--- config.mk ---
export PLATFORM = sky130hd
export DESIGN_NAME = byte_decode_ctrl
export DESIGN_NICKNAME = d
export VERILOG_FILES = /design/src/rtl/byte_decode_ctrl.sv
export SDC_FILE = /design/constraint.sdc
export NUM_CORES = 1
export LEC_CHECK = 0
export CORE_UTILIZATION = 50
export DETAILED_ROUTE_END_ITERATION = 8
export DONT_BUFFER_PORTS = 1
export PLACE_DENSITY = 0.68
export SLEW_MARGIN = 20
export SYNTH_ARGS = -nofsm -noshare
export SYNTH_HDL_FRONTEND = slang
export SYNTH_SLANG_ARGS = --single-unit
--- constraint.sdc ---
create_clock -name clk -period 2.2 [get_ports clk]
set_input_delay 0.44 -clock clk [delete_from_list [all_inputs] [get_ports clk]]
set_output_delay 0.44 -clock clk [all_outputs]
set_load 0.02 [all_outputs]
--- src/rtl/byte_decode_ctrl.sv ---
// Streaming ByteDecode_ELL controller: consumes encoded bytes LSB-first and
// emits ELL-bit coefficients one per handshake, reduced mod Q when ELL==12.
module byte_decode_ctrl #(
  parameter int unsigned ELL        = 12,
  parameter int unsigned NUM_COEFFS = 256,
  parameter int unsigned Q          = 3329
) (
  input  logic                          clk,
  input  logic                          rst_n,
  input  logic                          start,
  output logic                          busy,
  output logic                          done,
  input  logic                          in_valid,
  output logic                          in_ready,
  input  logic [7:0]                    in_byte,
  output logic                          out_valid,
  input  logic                          out_ready,
  output logic [ELL-1:0]                out_coeff,
  output logic [$clog2(NUM_COEFFS)-1:0] out_idx
);

  localparam int unsigned NUM_BYTES = NUM_COEFFS * ELL / 8;
  localparam int unsigned BUF_W     = ELL + 7;
  localparam int unsigned BC_W      = $clog2(ELL + 8);
  localparam int unsigned BYTE_W    = $clog2(NUM_BYTES + 1);
  localparam int unsigned IDX_W     = $clog2(NUM_COEFFS);
  localparam bit          REDUCE    = (ELL == 12);
  localparam logic [ELL-1:0] Q_L    = ELL'(Q);

  typedef enum logic {IDLE, RUN} state_t;

  state_t             state_q, state_d;
  logic [BUF_W-1:0]   bit_buf_q, bit_buf_d;
  logic [BC_W-1:0]    bit_cnt_q, bit_cnt_d;
  logic [BYTE_W-1:0]  byte_cnt_q, byte_cnt_d;
  logic [IDX_W-1:0]   coeff_cnt_q, coeff_cnt_d;
  logic               done_q, done_d;
  logic [ELL-1:0]     raw;

  // State and datapath registers
  always_ff @(posedge clk or negedge rst_n) begin
    if (!rst_n) begin
      state_q     <= IDLE;
      bit_buf_q   <= '0;
      bit_cnt_q   <= '0;
      byte_cnt_q  <= '0;
      coeff_cnt_q <= '0;
      done_q      <= 1'b0;
    end else begin
      state_q     <= state_d;
      bit_buf_q   <= bit_buf_d;
      bit_cnt_q   <= bit_cnt_d;
      byte_cnt_q  <= byte_cnt_d;
      coeff_cnt_q <= coeff_cnt_d;
      done_q      <= done_d;
    end
  end

  // Next state, handshakes and bit-buffer update; in_ready/out_valid are exclusive
  always_comb begin
    state_d     = state_q;
    bit_buf_d   = bit_buf_q;
    bit_cnt_d   = bit_cnt_q;
    byte_cnt_d  = byte_cnt_q;
    coeff_cnt_d = coeff_cnt_q;
    done_d      = 1'b0;
    in_ready    = 1'b0;
    out_valid   = 1'b0;
    case (state_q)
      IDLE: begin
        if (start) begin
          state_d     = RUN;
          bit_buf_d   = '0;
          bit_cnt_d   = '0;
          byte_cnt_d  = '0;
          coeff_cnt_d = '0;
        end
      end
      RUN: begin
        in_ready  = (bit_cnt_q < BC_W'(ELL)) && (byte_cnt_q < BYTE_W'(NUM_BYTES));
        out_valid = (bit_cnt_q >= BC_W'(ELL));
        if (in_valid && in_ready) begin
          bit_buf_d  = bit_buf_q | (BUF_W'(in_byte) << bit_cnt_q);
          bit_cnt_d  = bit_cnt_q + BC_W'(8);
          byte_cnt_d = byte_cnt_q + BYTE_W'(1);
        end else if (out_valid && out_ready) begin
          bit_buf_d   = bit_buf_q >> ELL;
          bit_cnt_d   = bit_cnt_q - BC_W'(ELL);
          coeff_cnt_d = coeff_cnt_q + IDX_W'(1);
          if (coeff_cnt_q == IDX_W'(NUM_COEFFS - 1)) begin
            state_d = IDLE;
            done_d  = 1'b1;
          end
        end
      end
    endcase
  end

  assign raw = bit_buf_q[ELL-1:0];

  // Raw value is below 2Q, so one conditional subtract completes the reduction
  always_comb begin
    out_coeff = raw;
    if (REDUCE && (raw >= Q_L)) out_coeff = raw - Q_L;
  end

  assign busy    = (state_q == RUN);
  assign done    = done_q;
  assign out_idx = coeff_cnt_q;

endmodule

## Yosys cells after proc, flatten, opt, wreduce, memory -nomap -nowiden

Index checks and enable logic that the tools add are counted.

| storage, ports and cells | value |
|---|---|
| register bits after elaboration | 43 |
| output and inout port bits | 24 |
| memory bits (read-only) | 0 |
| memory bits (writable) | 0 |
| memories kept | 0 |
| input bits | 13 |
| bits in latches | 0 |

| cells by class | value |
|---|---|
| equality and inequality tests | 6 |
| magnitude comparators | 4 |
| bitwise logic cells | 2 |
| muxes and demuxes | 27 |
| shift operators | 1 |
| multipliers | 0 |
| add/subtract/negate cells | 5 |
| divide/modulo/power cells | 0 |
| reduce and logical (&&, ||, !) cells | 6 |

Operator list:

| operator | number |
|---|---|
| two-way mux 19 bit | 3 |
| one-hot mux 19 bit (2 select lines) | 1 |
| two-way mux 8 bit | 3 |
| OR 19 bit | 1 |
| << shifter 8 x 5 -> 19 bit | 1 |
| two-way mux 9 bit | 2 |
| one-hot mux 9 bit (2 select lines) | 1 |
| one-hot mux 8 bit (2 select lines) | 1 |
| two-way mux 5 bit | 3 |
| greater-or-equal comparator 12 bit (second input constant) | 1 |
| two-way mux 12 bit | 1 |
| subtractor 12 bit (second input constant) | 1 |
| two-way mux 1 bit | 10 |
| one-hot mux 5 bit (2 select lines) | 1 |
| adder 9 x 1 -> 9 bit (second input constant) | 1 |
| < comparator 9 bit (second input constant) | 1 |
| adder 8 x 1 -> 8 bit (second input constant) | 1 |
| equality test 8 bit (second input constant) | 1 |
| adder 5 x 4 -> 5 bit (second input constant) | 1 |
| greater-or-equal comparator 5 x 4 -> 1 bit (second input constant) | 1 |
| < comparator 5 x 4 -> 1 bit (second input constant) | 1 |
| subtractor 5 x 4 -> 5 bit (second input constant) | 1 |
| != test 2 x 1 -> 1 bit (second input constant) | 2 |
| != test 2 bit (second input constant) | 2 |
| other kinds (6) | 9 |

## Longest topological paths before layout

| logic depth | value |
|---|---|
| word-level depth | 5 |
| depth in mapped cells | 8 |
| gate-level depth less buffers | 6 |

## Least setup slack after synthesis

No wires, ideal clock.

| timing | value |
|---|---|
| path type | flip-flop to output port |
| start | register bit_buf_q[0] |
| end | output out_coeff[6] |
| setup slack | -0.245 ns |
| cell stages (with the launch flop) | 7 |
| arrival | 2.005 ns |
| path buffers | 0 |
| cell sequence | dfrtp_1 -> inv_1 -> ha_1 -> or3b_1 -> or3_1 -> a211oi_1 -> xor2_1 |

| between the ends | value |
|---|---|
| word-level cells in the longest chain between the ends | 2 |

RTL lines:

| item | line | text |
|---|---|---|
| from (decl) | 33 | `logic [BUF_W-1:0] bit_buf_q, bit_buf_d;` |
| from (signal assigned) | 51 | `bit_buf_q <= bit_buf_d;` |
| subtractor 12 bit / greater-or-equal comparator 12 bit (equally long branches) | 104 | `if (REDUCE && (raw >= Q_L)) out_coeff = raw - Q_L;` |
| two-way mux 12 bit (*) | 104 |  |
| to (decl) | 18 | `output logic [ELL-1:0] out_coeff,` |

Mark *: on every way between the ends. The rest lies on a longest branch, timed or not.

## Worst setup path in the final report

| timing | value |
|---|---|
| start | register bit_buf_q[1] |
| end | output out_coeff[6] |

The elaborated chain is that of the path after synthesis.

==> impl_metrics.toml <==
[clock_tree]
cts.clk_slew.worst_paths_ps = 80
cts_root_buf = "clkbuf_8"
cts_made_buffers = 5
clock_sinks = 41
htree_levels = 2
cts_tree = "done"
cts_buffer_depth = 2
clk_latency_ps = 300

[final_layout]
nFillCells = 395
fin_cells = 386
nNetsFinal = 338
syn_to_final_growth_pct = 26.0
diodes = 0
final_area_um2 = 3230
layout-drive-gt1-share_pct = 25.1

[timing]
skew_ps = 9.18
post-route-period-util_pct = 121
fin_setup_tns_ps = -4310
setup_viol = 12
fmax_mhz = 375
relSlewSlack_pct = 66.6
rsz0062_at_grt = "yes"
maxSlewViolCount = 0
hold_violations = 0
period_needed_ps = 2670
fin_ws_ps = -468
tightestPinTransition_ps = 502

[yosys]
ys_warn_count = 0
yosys.area_share.simple_pct = 18.8
syn_nets = 292
synth-compound-area-share_pct = 28.8
yosys-top-cells-area = "dfrtp_1, o21ai_0, ha_1"
synth_xor_area_share_pct = 2.73
ys_seq_elements = 41
muxShareOfSynthArea_pct = 2.39
yosys.cell_types.count = 55
synthesis.area_um2 = 2570
synth.largest_area_cell = "dfrtp_1"
synth-main-ff-cell = "dfrtp_1"
synth_top_area_share_pct = 40.0
syn_avg_cell_area_um2 = 9.43
ys_seq_area_share_pct = 40.0
netlist_instances = 272
synthAdderAreaFrac_pct = 3.41
synth.most_common_cell = "dfrtp_1"
synth_edf_count = 0
synth_common_cells = "dfrtp_1, nand2_1, o21ai_0"
synthArstFlopShare_pct = 100
synth_top_family_by_area = "compound AO/OA/AOI/OAI gates"

[worst_setup_path]
cpMaxStageDelayCell = "dfrtp_1"
worst_ep_required_time_ps = 1760
critPathArrivalTime_ps = 2230
criticalPathCategory = "reg -> out"
crit_path_start_kind = "flip-flop"
path_delay_family = "simple AND/OR/NAND/NOR gates"
path_cells = "inv_2 > ha_4 > or3b_4 > or3_4 > a211oi_4 > xor2_2"
cpPeakStageDelay_ps = 410
worstPathMaxFanout = 3
worstSetupEndpointType = "output pin"
worst-path-buf-inv = 1

[power]
swShare_pct = 43.1
p_sw_uw = 1980
irDropWorstVdd_uv = 727
p_seq_share_pct = 28.2
cellInternalPower_uw = 2610
power_frac_clock_pct = 13.9
total_power_uw = 4580
cellPowerDensity_nw_per_um2 = 1420
pwr-share-comb_pct = 57.9
p_leak_uw = 0.00148

[run]
maxCapViolCount = 0

[floorplanning]
die_area_um2 = 5420
start_util_pct = 53.3
rows = 25
core_region_area_um2 = 4820
io_pins = 37
die_h_um = 73.6
die_w_um = 73.6

[drt]
route.vias.total = 2384
drc_errors = 0
drt-pass1-iter-count = 4
detail_route.iter0.violations = 127
detail-route-antenna-nets = 0
route.detailed.wl_per_inst_um = 17.8
routed_wl_mm = 6.85
via_per_inst = 6.18

[global_routing]
grt_max_degree = 42
grtUsageTotal_pct = 26.8
grt_pass1_wl_mm = 10.9
antenna_found_initial = 0
grt_pass1_vias = 2334
gr-total-overflow = 0

[place]
place.gp.congestion = 0.912
placed_cells = 370
place_area_um2 = 2940
dp_hpwl_mm = 4.78
portBuffers = 0

[outcome]
status = "finished with violations"
violations = "setup timing"

[hold_path]
hp-class = "in -> reg"
[layout by cell type (no fill, tap or decap), types with 6 or more instances in the layout]
master	instances
and3_1	7
dfrtp_1	41
clkbuf_8	6
inv_1	13
nor3_1	12
a22o_1	9
nand3_1	14
nor2_1	9
a211oi_1	6
nand2_1	21
xor2_1	6
buf_4	42
o21ai_0	20
[power groups by stage]
stage / clock (uW) / combinational [uW] / sequential (uW)
2_1_floorplan: 0 / 1510 / 1270
3_3_place_gp: 0 / 2250 / 1290
3_5_place_dp: 0 / 2290 / 1290
4_1_cts: 648 / 2520 / 1280
5_1_grt: 675 / 2880 / 1330
6_report: 638 / 2650 / 1290
[per-stage QoR]
stage | util [%] | hold slack [ps] | setup WS [ps]
2_1_floorplan | - | 144 | -133
3_3_place_gp | 61.0 | 146 | -114
3_5_place_dp | 61.0 | 146 | -158
4_1_cts | 66.1 | 348 | -381
5_1_grt | 67.1 | 364 | -542
6_report | 67.1 | 361 | -468
[repair_timing]
item / 4_1_cts / 5_1_grt
pin swaps: 11 / 8
buffers inserted: 6 / 1
resized for setup: 13 / 10
setup endpoints to repair: 14 / 18
hold endpoints to repair: 41 / 0
hold buffers: 2 / 0
[worst paths after layout]
check | startpoint | to | slack, ps | depth (start not counted)
max in group asynchronous | rst_n | bit_cnt_q[4]$_DFFE_PN0P_ | 1380 | 2
hold reg to reg | bit_buf_q[14]$_DFFE_PN0P_ | bit_buf_q[14]$_DFFE_PN0P_ | 500 | 1
setup / recovery | bit_buf_q[1]$_DFFE_PN0P_ | out_coeff[6] | -470 | 6
min in group asynchronous | rst_n | bit_buf_q[10]$_DFFE_PN0P_ | 580 | 2
setup reg to reg | bit_cnt_q[3]$_DFFE_PN0P_ | bit_cnt_q[4]$_DFFE_PN0P_ | 30 | 6
hold / removal | start | busy$_DFF_PN0_ | 360 | 2
[state kept, by name, summed over array words and instances, names as in the netlist]
| register | count |
|---|---|
| done | 1 |
| out_idx | 8 |
| byte_cnt_q | 9 |
| bit_buf_q | 19 |
| busy | 1 |
| bit_cnt_q | 3 |
[routing by layer]
metal	vias to the layer above	GRT usage, %	routed length (um)	part of all wire [%]
li1	1135	-	-	-
met1	1155	32.8	2920	43
met2	79	45.2	3380	49
met3	15	5.90	385	5.6
met4	0	11.5	161	2.3
met5	-	0	0	0
[cells by family after synthesis]
| group | after synthesis |
|---|---|
| multiplexers | 6 |
| AND/OR/NAND/NOR | 92 |
| AO/OA/AOI/OAI | 93 |
| flip-flops | 41 |
| buffers and inverters | 25 |
| adder cells (fa/ha/maj) | 7 |
| XOR/XNOR | 8 |
[area by class of cell]
type	count	area (um2)	area share, %
sequential	41	1030	31.7
multi-input combinational	206	1540	47.6
clock buffer	7	86.3	2.67
tap	67	83.8	2.59
timing repair buffer	49	410	12.7
clock inverter	1	30.0	0.929
inverter	15	56.3	1.74
Note: power is estimated with default switching activity, not from simulation.
